### config.mk
export PLATFORM = sky130hd
export DESIGN_NAME = data_mem_ctrl_flat
export DESIGN_NICKNAME = d
export VERILOG_FILES = /design/src/rtl/data_mem_ctrl_if.sv /design/src/rtl/data_mem_ctrl.sv /design/src/flat_wrapper.sv
export SDC_FILE = /design/constraint.sdc
export NUM_CORES = 1
export LEC_CHECK = 0
export ABC_AREA = 1
export CAP_MARGIN = 20
export CORE_MARGIN = 2
export CORE_UTILIZATION = 44
export DETAILED_ROUTE_END_ITERATION = 7
export HOLD_SLACK_MARGIN = 0.06
export MAX_ROUTING_LAYER = met4
export PLACE_DENSITY = 0.93
export SYNTH_ARGS = -nofsm -noshare
export SYNTH_HDL_FRONTEND = slang
export SYNTH_SLANG_ARGS = --single-unit
### constraint.sdc
create_clock -name i_clock -period 2.2 [get_ports i_clock]
set_clock_uncertainty 0.15 [all_clocks]
set_input_delay 0.22 -clock i_clock [delete_from_list [all_inputs] [get_ports i_clock]]
set_output_delay 0.22 -clock i_clock [all_outputs]
set_load 0.01 [all_outputs]
### src/rtl/data_mem_ctrl_if.sv
// data_mem_ctrl_if: CPU request bus plus memory-side port of the data memory controller
interface data_mem_ctrl_if #(
    parameter int DATA_WIDTH = 32,
    parameter int ADDR_WIDTH = 32
);
    logic                      i_req;
    logic [ADDR_WIDTH-1:0]     i_addr;
    logic [1:0]                i_access;
    logic                      i_unsigned;
    logic                      i_wrEnable;
    logic [DATA_WIDTH-1:0]     i_wrData;
    logic [DATA_WIDTH-1:0]     o_rdData;
    logic                      o_ready;
    logic                      o_busy;
    logic                      o_error;
    logic [ADDR_WIDTH-1:0]     o_memAddr;
    logic [DATA_WIDTH-1:0]     o_memWrData;
    logic [DATA_WIDTH/8-1:0]   o_memByteEnable;
    logic                      o_memWrEnable;
    logic                      o_memRdEnable;
    logic [DATA_WIDTH-1:0]     i_memRdData;
    modport slave (
        input  i_req, i_addr, i_access, i_unsigned, i_wrEnable, i_wrData, i_memRdData,
        output o_rdData, o_ready, o_busy, o_error, o_memAddr, o_memWrData,
               o_memByteEnable, o_memWrEnable, o_memRdEnable
    );
    modport master (
        output i_req, i_addr, i_access, i_unsigned, i_wrEnable, i_wrData, i_memRdData,
        input  o_rdData, o_ready, o_busy, o_error, o_memAddr, o_memWrData,
               o_memByteEnable, o_memWrEnable, o_memRdEnable
    );
endinterface

### src/rtl/data_mem_ctrl.sv
// data_mem_ctrl: sized/aligned load-store unit driving a wait-stated data memory
module data_mem_ctrl #(
    parameter int DATA_WIDTH  = 32,
    parameter int ADDR_WIDTH  = 32,
    parameter int WAIT_STATES = 1
) (
    input logic i_clock,
    input logic i_reset,
    data_mem_ctrl_if.slave bus
);
    localparam int NB = DATA_WIDTH / 8;
    localparam int OW = $clog2(NB);
    localparam logic [1:0] IDLE = 2'd0, ACCESS = 2'd1, DONE = 2'd2;
    localparam logic [3:0] WS = 4'(WAIT_STATES);
    logic [1:0]            state;
    logic [3:0]            count;
    logic [1:0]            reqAccess;
    logic                  reqUnsigned;
    logic                  errFlag;
    logic [OW-1:0]         reqOffset;
    logic [OW-1:0]         inOffset;
    logic [OW-1:0]         sizeMask;
    logic [NB-1:0]         lowBe;
    logic                  illegal;
    logic [DATA_WIDTH-1:0] replData;
    logic [DATA_WIDTH-1:0] shifted;
    logic [DATA_WIDTH-1:0] readMask;
    logic [DATA_WIDTH-1:0] extended;
    logic                  signBit;
    assign bus.o_ready = state == DONE;
    assign bus.o_error = state == DONE && errFlag;
    assign bus.o_busy  = state != IDLE;
    // request decode: legality, lane strobes and write-data replication from the live inputs
    always_comb begin
        inOffset = bus.i_addr[OW-1:0];
        sizeMask = OW'((32'd1 << bus.i_access) - 32'd1);
        lowBe    = NB'((32'd1 << (32'd1 << bus.i_access)) - 32'd1);
        illegal  = (bus.i_access == 2'd3 && DATA_WIDTH == 32) || (inOffset & sizeMask) != '0;
        replData = '0;
        for (int i = 0; i < NB; i++)
            replData[8*i +: 8] = bus.i_wrData[8*int'(OW'(i) & sizeMask) +: 8];
    end
    // read alignment: shift the lane down, mask to size, extend from the top kept bit
    always_comb begin
        shifted  = bus.i_memRdData >> {reqOffset, 3'b000};
        readMask = ~({DATA_WIDTH{1'b1}} << (32'd8 << reqAccess));
        signBit  = |(shifted & (readMask ^ (readMask >> 1)));
        extended = (signBit && !reqUnsigned) ? (shifted | ~readMask) : (shifted & readMask);
    end
    // IDLE -> ACCESS (WAIT_STATES+1 cycles) -> DONE, or IDLE -> DONE for an illegal request
    always_ff @(posedge i_clock) begin
        if (i_reset) begin
            state                <= IDLE;
            count                <= '0;
            reqAccess            <= '0;
            reqUnsigned          <= 1'b0;
            reqOffset            <= '0;
            errFlag              <= 1'b0;
            bus.o_rdData         <= '0;
            bus.o_memAddr        <= '0;
            bus.o_memByteEnable  <= '0;
            bus.o_memWrData      <= '0;
            bus.o_memWrEnable    <= 1'b0;
            bus.o_memRdEnable    <= 1'b0;
        end else if (state == IDLE) begin
            if (bus.i_req) begin
                state               <= illegal ? DONE : ACCESS;
                errFlag             <= illegal;
                count               <= WS;
                reqAccess           <= bus.i_access;
                reqUnsigned         <= bus.i_unsigned;
                reqOffset           <= inOffset;
                bus.o_rdData        <= illegal ? '0 : bus.o_rdData;
                bus.o_memAddr       <= illegal ? '0 : {bus.i_addr[ADDR_WIDTH-1:OW], OW'(0)};
                bus.o_memByteEnable <= illegal ? '0 : lowBe << inOffset;
                bus.o_memWrData     <= illegal ? '0 : replData;
                bus.o_memWrEnable   <= !illegal && bus.i_wrEnable;
                bus.o_memRdEnable   <= !illegal && !bus.i_wrEnable;
            end
        end else if (state == ACCESS) begin
            if (count == '0) begin
                state               <= DONE;
                bus.o_rdData        <= bus.o_memRdEnable ? extended : bus.o_rdData;
                bus.o_memAddr       <= '0;
                bus.o_memByteEnable <= '0;
                bus.o_memWrData     <= '0;
                bus.o_memWrEnable   <= 1'b0;
                bus.o_memRdEnable   <= 1'b0;
            end else begin
                count <= count - 4'd1;
            end
        end else begin
            state <= IDLE;
        end
    end
endmodule
### src/flat_wrapper.sv
// flat-port wrapper written by rule: the top's interface ports become plain ports
module data_mem_ctrl_flat 
#(
    parameter int DATA_WIDTH  = 32,
    parameter int ADDR_WIDTH  = 32,
    parameter int WAIT_STATES = 1
)
  (i_clock, i_reset, bus_i_req, bus_i_addr, bus_i_access, bus_i_unsigned, bus_i_wrEnable, bus_i_wrData, bus_i_memRdData, bus_o_rdData, bus_o_ready, bus_o_busy, bus_o_error, bus_o_memAddr, bus_o_memWrData, bus_o_memByteEnable, bus_o_memWrEnable, bus_o_memRdEnable);
  data_mem_ctrl_if #(.DATA_WIDTH(DATA_WIDTH), .ADDR_WIDTH(ADDR_WIDTH)) bus_i ();
  input logic i_clock;
  input logic i_reset;
  input wire logic [$bits(bus_i.i_req)-1:0] bus_i_req;
  input wire logic [$bits(bus_i.i_addr)-1:0] bus_i_addr;
  input wire logic [$bits(bus_i.i_access)-1:0] bus_i_access;
  input wire logic [$bits(bus_i.i_unsigned)-1:0] bus_i_unsigned;
  input wire logic [$bits(bus_i.i_wrEnable)-1:0] bus_i_wrEnable;
  input wire logic [$bits(bus_i.i_wrData)-1:0] bus_i_wrData;
  input wire logic [$bits(bus_i.i_memRdData)-1:0] bus_i_memRdData;
  output wire logic [$bits(bus_i.o_rdData)-1:0] bus_o_rdData;
  output wire logic [$bits(bus_i.o_ready)-1:0] bus_o_ready;
  output wire logic [$bits(bus_i.o_busy)-1:0] bus_o_busy;
  output wire logic [$bits(bus_i.o_error)-1:0] bus_o_error;
  output wire logic [$bits(bus_i.o_memAddr)-1:0] bus_o_memAddr;
  output wire logic [$bits(bus_i.o_memWrData)-1:0] bus_o_memWrData;
  output wire logic [$bits(bus_i.o_memByteEnable)-1:0] bus_o_memByteEnable;
  output wire logic [$bits(bus_i.o_memWrEnable)-1:0] bus_o_memWrEnable;
  output wire logic [$bits(bus_i.o_memRdEnable)-1:0] bus_o_memRdEnable;
  assign bus_i.i_req = bus_i_req;
  assign bus_i.i_addr = bus_i_addr;
  assign bus_i.i_access = bus_i_access;
  assign bus_i.i_unsigned = bus_i_unsigned;
  assign bus_i.i_wrEnable = bus_i_wrEnable;
  assign bus_i.i_wrData = bus_i_wrData;
  assign bus_i.i_memRdData = bus_i_memRdData;
  assign bus_o_rdData = bus_i.o_rdData;
  assign bus_o_ready = bus_i.o_ready;
  assign bus_o_busy = bus_i.o_busy;
  assign bus_o_error = bus_i.o_error;
  assign bus_o_memAddr = bus_i.o_memAddr;
  assign bus_o_memWrData = bus_i.o_memWrData;
  assign bus_o_memByteEnable = bus_i.o_memByteEnable;
  assign bus_o_memWrEnable = bus_i.o_memWrEnable;
  assign bus_o_memRdEnable = bus_i.o_memRdEnable;
  data_mem_ctrl #(.DATA_WIDTH(DATA_WIDTH), .ADDR_WIDTH(ADDR_WIDTH), .WAIT_STATES(WAIT_STATES)) u_core (.i_clock(i_clock), .i_reset(i_reset), .bus(bus_i));
endmodule
==> impl_metrics.json <==
{
  "initialDrtViolationCount": 574,
  "synthTopCellsByArea": "dfxtp_1, nand2_1, a21oi_1",
  "synth_edf_count": 0,
  "overflow": 0,
  "ctsResizeCount": 0,
  "drc": 0,
  "grt_max_degree": 73,
  "synth_top_area_frac": 0.436,
  "postCtsSetupRepairBufs": 0,
  "whs_path_depth": 2,
  "grt_pass1_wl_um": 25400,
  "crit_type": "reg2out",
  "clk_latency_ps": 350,
  "syn_avg_cell_area_sq_um": 6.99,
  "reg2reg_depth": 11,
  "port-buffer-count": 205,
  "diodes": 0,
  "detailed_place_hpwl_um": 11500,
  "hold_end": "u_core.bus.o_rdData[7]",
  "r2r-start": "u_core.count[0]",
  "rsz0062_at_grt": "false",
  "cts.sinks": 112,
  "area_growth_pct": 46.6,
  "synth_top_cell_by_area": "dfxtp_1",
  "cts_buffer_depth": 2,
  "gp_congestion": 0.923,
  "final_core_util": 0.661,
  "yosys_warnings": 0,
  "core-area_sq_mm": 0.0114,
  "synthFlopType": "dfxtp_1",
  "hold_viol": 0,
  "r2r_end": "u_core.bus.o_rdData[4]",
  "final_antenna_net_count": 0,
  "tns_ps": 0,
  "slew_violations": 0,
  "dr.pass1.iters": 5,
  "power.total_mw": 4.88,
  "power_density_mw_per_mm2": 647,
  "grtUsageTotal": 0.256,
  "start_util": 0.451,
  "vias_per_cell": 5.24,
  "min_from": "i_reset",
  "yosysMostFrequentCell": "nand2_1",
  "layout-drive-gt1-share": 0.0683,
  "ios": 208,
  "wire_per_inst_um": 15.0,
  "cts-buffers-inserted": 9,
  "setup_violations": 0,
  "wirelength_um": 16000,
  "cp_max_fo": 7,
  "grt_pass1_vias": 5203,
  "antenna_found_initial": 0,
  "r2r_slack_ps": 300,
  "period_share": 0.942,
  "yosysUniqueCellTypes": 36,
  "ys_ff_latch": 112,
  "num_rows": 39,
  "cts_tree": "yes",
  "max_freq_mhz": 483,
  "synth_area_sq_mm": 0.00515,
  "htreeDepth": 3,
  "vdd_ir_drop_max_mv": 0.457,
  "period_minus_slack_ps": 2070,
  "ys_seq_area_frac": 0.436,
  "status": "complete, no violations",
  "clk_pin_slew_ps": 80,
  "syn-instance-count": 736,
  "cp.arrival_ps": 1700,
  "leakagePower_nw": 2.88,
  "die_x_um": 112,
  "hp-class": "in2reg",
  "fin_nets": 1023,
  "netlist_top_cells_count": "nand2_1, a21oi_1, dfxtp_1",
  "cp.required_ps": 1830,
  "cts-root-buf": "clkbuf_16",
  "die_h_um": 112,
  "maxCapViolations": 0,
  "die_area_sq_mm": 0.0126,
  "postCtsHoldBufs": 0,
  "vias": 5590,
  "worstSetupEndpointType": "primary output",
  "async_flop_share": 0,
  "critPathLaunchType": "register"
}
-- cell type report --
class	instances	area, sq um
clock buffers	9	225
clock inverters	7	78.8
fillers	959	3870
inverters	33	128
multi-input cells	539	2470
flip-flops and latches	112	2240
well taps	143	179
repair buffers	223	2220
-- stage by stage --
stage          setup WS, ps  instances  hold slack [ps]  instance area [sq um]
6_report                128       1066              116                   7550
5_1_grt                44.3       1066              141                   7550
4_1_cts                 122       1066              112                   7550
3_5_place_dp            106       1050              305                   7240
3_3_place_gp            135       1050              293                   7240
2_1_floorplan           600        737              213                   5150
-- worst max-delay path by stage --
stage | from | end | slack [ps] | cells past startpoint
final | u_core.state[0] | bus_o_busy | 130 | 3
after global routing | u_core.state[0] | bus_o_busy | 40 | 3
after CTS | u_core.state[0] | bus_o_busy | 120 | 3
after detailed placement | bus_i_addr[0] | u_core.bus.o_rdData[4] | 110 | 10
after global placement | bus_i_access[1] | u_core.bus.o_rdData[6] | 140 | 10
after floorplan | u_core.count[0] | u_core.bus.o_rdData[8] | 600 | 11
-- state kept, by name, summed over array words and instances, names as in the netlist --
name                        cells
u_core.bus.o_rdData            32
u_core.bus.o_memAddr           30
u_core.bus.o_memWrEnable        1
u_core.bus.o_memRdEnable        1
u_core.reqUnsigned              1
u_core.count                    4
u_core.reqAccess                2
u_core.bus.o_memWrData         32
u_core.errFlag                  1
u_core.bus.o_memByteEnable      4
u_core.state                    2
u_core.reqOffset                2
-- layout by cell type (no fill, tap or decap), types with 9 or more instances in the layout --
cell type        Yosys  final
nand2_1            259    259
o21ai_0             30     30
clkdlybuf4s50_1      0    204
inv_1               24     24
clkbuf_16            0      9
nor2_1              35     35
a21oi_1            131    131
dfxtp_1            112    112
nand3_1             28     28
buf_4                8     16
-- worst max-delay path: stages (launching register included) --
cell	delay, ps
dfxtp_1	420
nor2_2	80
inv_1	260
clkdlybuf4s50_1	600
-- metal layers --
layer  global-route usage  wire length [um]  vias up
met3               0.0697              1520       37
met2                0.406              7500      285
met5                    -                 0        -
met1                0.311              6440     2521
li1                     -                 -     2747
met4                0.101               540        0
-- logic make-up after synthesis --
group / Yosys count / share of synthesized area
AND/OR/NAND/NOR: 352 / 0.283
other: 1 / 0.000729
adder cells (fa/ha/maj): 2 / 0.00486
AO/OA/AOI/OAI: 183 / 0.191
buffers and inverters: 86 / 0.0851
flip-flops: 112 / 0.436
-- power breakdown --
group	switching (mW)	leakage [nW]	internal, mW	total [mW]
Combinational	0.585	1.83	0.475	1.06
Clock	0.844	0.149	0.818	1.66
Sequential	0.0510	0.910	2.11	2.16
Total	1.48	2.88	3.40	4.88
Power figures use the tool's default switching activity.
==> patch 1: new RTL, same settings <==
Put a register stage on the output `bus.o_error`. The value now appears one clock later.
--- a/src/rtl/data_mem_ctrl.sv
+++ b/src/rtl/data_mem_ctrl.sv
@@ -28,7 +28,9 @@
     logic [DATA_WIDTH-1:0] extended;
     logic                  signBit;
     assign bus.o_ready = state == DONE;
-    assign bus.o_error = state == DONE && errFlag;
+    always_ff @(posedge i_clock) begin
+        bus.o_error <= state == DONE && errFlag;
+    end
     assign bus.o_busy  = state != IDLE;
     // request decode: legality, lane strobes and write-data replication from the live inputs
     always_comb begin
Behaviour: not the same (Yosys sat finds a counterexample within 4 cycles, from zero or initial values and one cycle with i_reset high).
==> patch 1 against the original RTL <==
Sequential cell count rose by 1; wire length rose by 3.8%; setup slack improved by 0.014 ns; synthesized cell count rose by 0.14%; cell area rose by 4.2%; critical path depth did not move; total power rose by 24%; area after synthesis rose by 0.39%; first-iteration DRC count fell by 7.1%; maximum frequency rose by 0.67%; critical endpoint unchanged; highest routed layer unchanged.
==> patch 1: results <==
set metrics [dict create \
    layout-drive-gt1-share 0.0830 \
    use_met2 0.445 \
    r2r_end "u_core.bus.o_rdData[3]" \
    placed_area_um2 7260 \
    clkLatencyLatePin_ns 0.40 \
    grt_pass1_wl_um 26200 \
    regToRegSetupSlack_ns 0.37 \
    grt_pass1_vias 5543 \
    wire_per_inst_um 15.3 \
    synth_area_leaders "dfxtp_1, nand2_1, a21oi_1, o21ai_0, nand3_1" \
    use_met1 0.299 \
    ys_seq_area_frac 0.438 \
    grtUsageMet3 0.0826 \
    synth_commonest_cells "nand2_1, a21oi_1, dfxtp_1, nor2_1, o21ai_0" \
    nNetsFinal 1032 \
    drtIter0Drc 533 \
    globalplace.congestion 0.944 \
    status "completed" \
    cts_buffers 17 \
    whs_ns 0.0835 \
    leakagePower_nw 3.04 \
    synth_adder_area_share 0.00484 \
    vias_per_cell 5.28 \
    wl_met1_um 6520 \
    hpwl_um 11900 \
    grt_max_degree 70 \
    synth_compound_area_frac 0.190 \
    fin_cells 1083 \
    n_fill_cell 943 \
    r2r_cells 10 \
    htree_levels 4 \
    fin_crit_ns 2.06 \
    dr_wl_met3_um 1540 \
]
## patch 1: cell types whose count changed in the layout (fill, tap and decap cells not counted), moves of 2 or more
cell and delta:
clkbuf_16 +8, clkinv_2 +4, bufinv_16 +3, clkinvlp_4 +2
## patch 1: area by class of cell
type	count	area [um^2]	area share
Multi-Input combinational cell	539	2470	0.314
Inverter	33	128	0.0162
Clock inverter	13	160	0.0204
Sequential cell	113	2260	0.288
Clock buffer	19	443	0.0563
Tap cell	143	179	0.0227
Timing Repair Buffer	223	2220	0.283
## patch 1: logic make-up after synthesis
| kind of cell | after synthesis |
|---|---|
| AND/OR/NAND/NOR | 352 |
| other | 1 |
| flip-flops | 113 |
| AO/OA/AOI/OAI | 183 |
| adder cells (fa/ha/maj) | 2 |
| buffers and inverters | 86 |
## patch 1: power by group
group	switching, mW	internal (mW)
registers	0.0533	2.13
clock network	0.979	1.81
logic	0.588	0.474
==> patch 2: new RTL, same settings <==
Made on the original files. `DATA_WIDTH` is set to 32 in 3 places; all go to 16.
--- a/src/rtl/data_mem_ctrl_if.sv
+++ b/src/rtl/data_mem_ctrl_if.sv
@@ -1,6 +1,6 @@
 // data_mem_ctrl_if: CPU request bus plus memory-side port of the data memory controller
 interface data_mem_ctrl_if #(
-    parameter int DATA_WIDTH = 32,
+    parameter int DATA_WIDTH = 16,
     parameter int ADDR_WIDTH = 32
 );
     logic                      i_req;
--- a/src/rtl/data_mem_ctrl.sv
+++ b/src/rtl/data_mem_ctrl.sv
@@ -1,6 +1,6 @@
 // data_mem_ctrl: sized/aligned load-store unit driving a wait-stated data memory
 module data_mem_ctrl #(
-    parameter int DATA_WIDTH  = 32,
+    parameter int DATA_WIDTH  = 16,
     parameter int ADDR_WIDTH  = 32,
     parameter int WAIT_STATES = 1
 ) (
--- a/src/flat_wrapper.sv
+++ b/src/flat_wrapper.sv
@@ -1,7 +1,7 @@
 // flat-port wrapper written by rule: the top's interface ports become plain ports
 module data_mem_ctrl_flat 
 #(
-    parameter int DATA_WIDTH  = 32,
+    parameter int DATA_WIDTH  = 16,
     parameter int ADDR_WIDTH  = 32,
     parameter int WAIT_STATES = 1
 )
Ports: changed (5 resized); port bits go from 208 to 142. The function was not compared with the original's and may differ.
==> patch 2 against the original RTL <==
First-iteration DRC count fell by 75%; critical endpoint unchanged; cell area fell by 34%; critical path type unchanged; sequential share of layout area rose by 1.7 points; highest routed layer unchanged; register-to-register slack got worse by 0.04 ns; area after synthesis fell by 35%; non-clock buffer count fell by 72; total power fell by 27%; wire length fell by 38%; sequential power fell by 26%; setup slack improved by 0.0013 ns; sequential cell count fell by 34.
==> patch 2: results <==
set metrics [dict create \
    routed_wl_um 9900 \
    status "completed" \
    r2r_start "u_core.state[0]" \
    pg_seq_mw 1.59 \
    clkSinkCount 78 \
    root_buffer "clkbuf_8" \
    ys_seq_area_frac 0.468 \
    min_path_cells 3 \
    grt_pass1_vias 3409 \
    cpPeakStageDelay_ns 0.56 \
    placedCellCount 685 \
    hpwl_um 7140 \
    place_ws_ns 0.167 \
    inverters 17 \
    seqCellArea_um2 1560 \
    layout-drive-gt1-share 0.0597 \
    clock_cell_area_share 0.0383 \
    synth_cell_types 24 \
    drtIter0Drc 144 \
    cp_max_fo 18 \
    nNetsFinal 671 \
    signal_buffers 151 \
    n_clock_buffer 10 \
    grt_max_degree 50 \
    synth_commonest_cells "nand2_1, dfxtp_1, a21oi_1, nor2_1, nand3_1" \
    holdPathEnd "u_core.bus.o_memAddr[19]" \
    fin_cells 702 \
    synthCells 466 \
    synth_area_leaders "dfxtp_1, nand2_1, a21oi_1, nand3_1, nor2_1" \
    whs_ns 0.305 \
    regToRegSetupSlack_ns 0.26 \
    placed_area_um2 4770 \
    globalplace.congestion 0.925 \
    p_int_mw 2.48 \
    n_fill_cell 612 \
    first_pass_iters 4 \
    power.share.sequential 0.447 \
    fin_util 0.681 \
    grt_pass1_wl_um 16000 \
    multi_input_area_um2 1520 \
    port_buffers 140 \
    r2r_end "u_core.bus.o_rdData[14]" \
    leakagePower_nw 1.90 \
    buf_share 0.303 \
]
## patch 2: cell count changes after synthesis, moves of 6 or more
| cell | change |
|---|---|
| nand2_1 | -134 |
| nor2_1 | +30 |
| nand3_1 | +25 |
| o21ai_0 | -17 |
| clkbuf_1 | -12 |
| inv_1 | -10 |
| a21oi_1 | -64 |
| dfxtp_1 | -34 |
| o211a_1 | -7 |
| buf_4 | -7 |
| o211ai_1 | -6 |
## patch 2: per-layer routing
metal / GRT usage / vias to the layer above / routed length [um]
met3: 0.0548 / 20 / 601
met2: 0.410 / 153 / 4940
met1: 0.280 / 1641 / 4150
met4: 0.0922 / 0 / 217
li1: - / 1773 / -
met5: - / - / 0
## patch 2: cells by family (layout without fill, tap and decap cells)
logic type                 count (synthesis)  in the layout  synth area share
and+or+nand+nor                          253            253             0.317
buffers and inverters                     47            184            0.0768
AOI/OAI and AO/OA                         85             85             0.130
adders and majority gates                  2              2           0.00749
other                                      1              1           0.00112
DFF                                       78             78             0.468
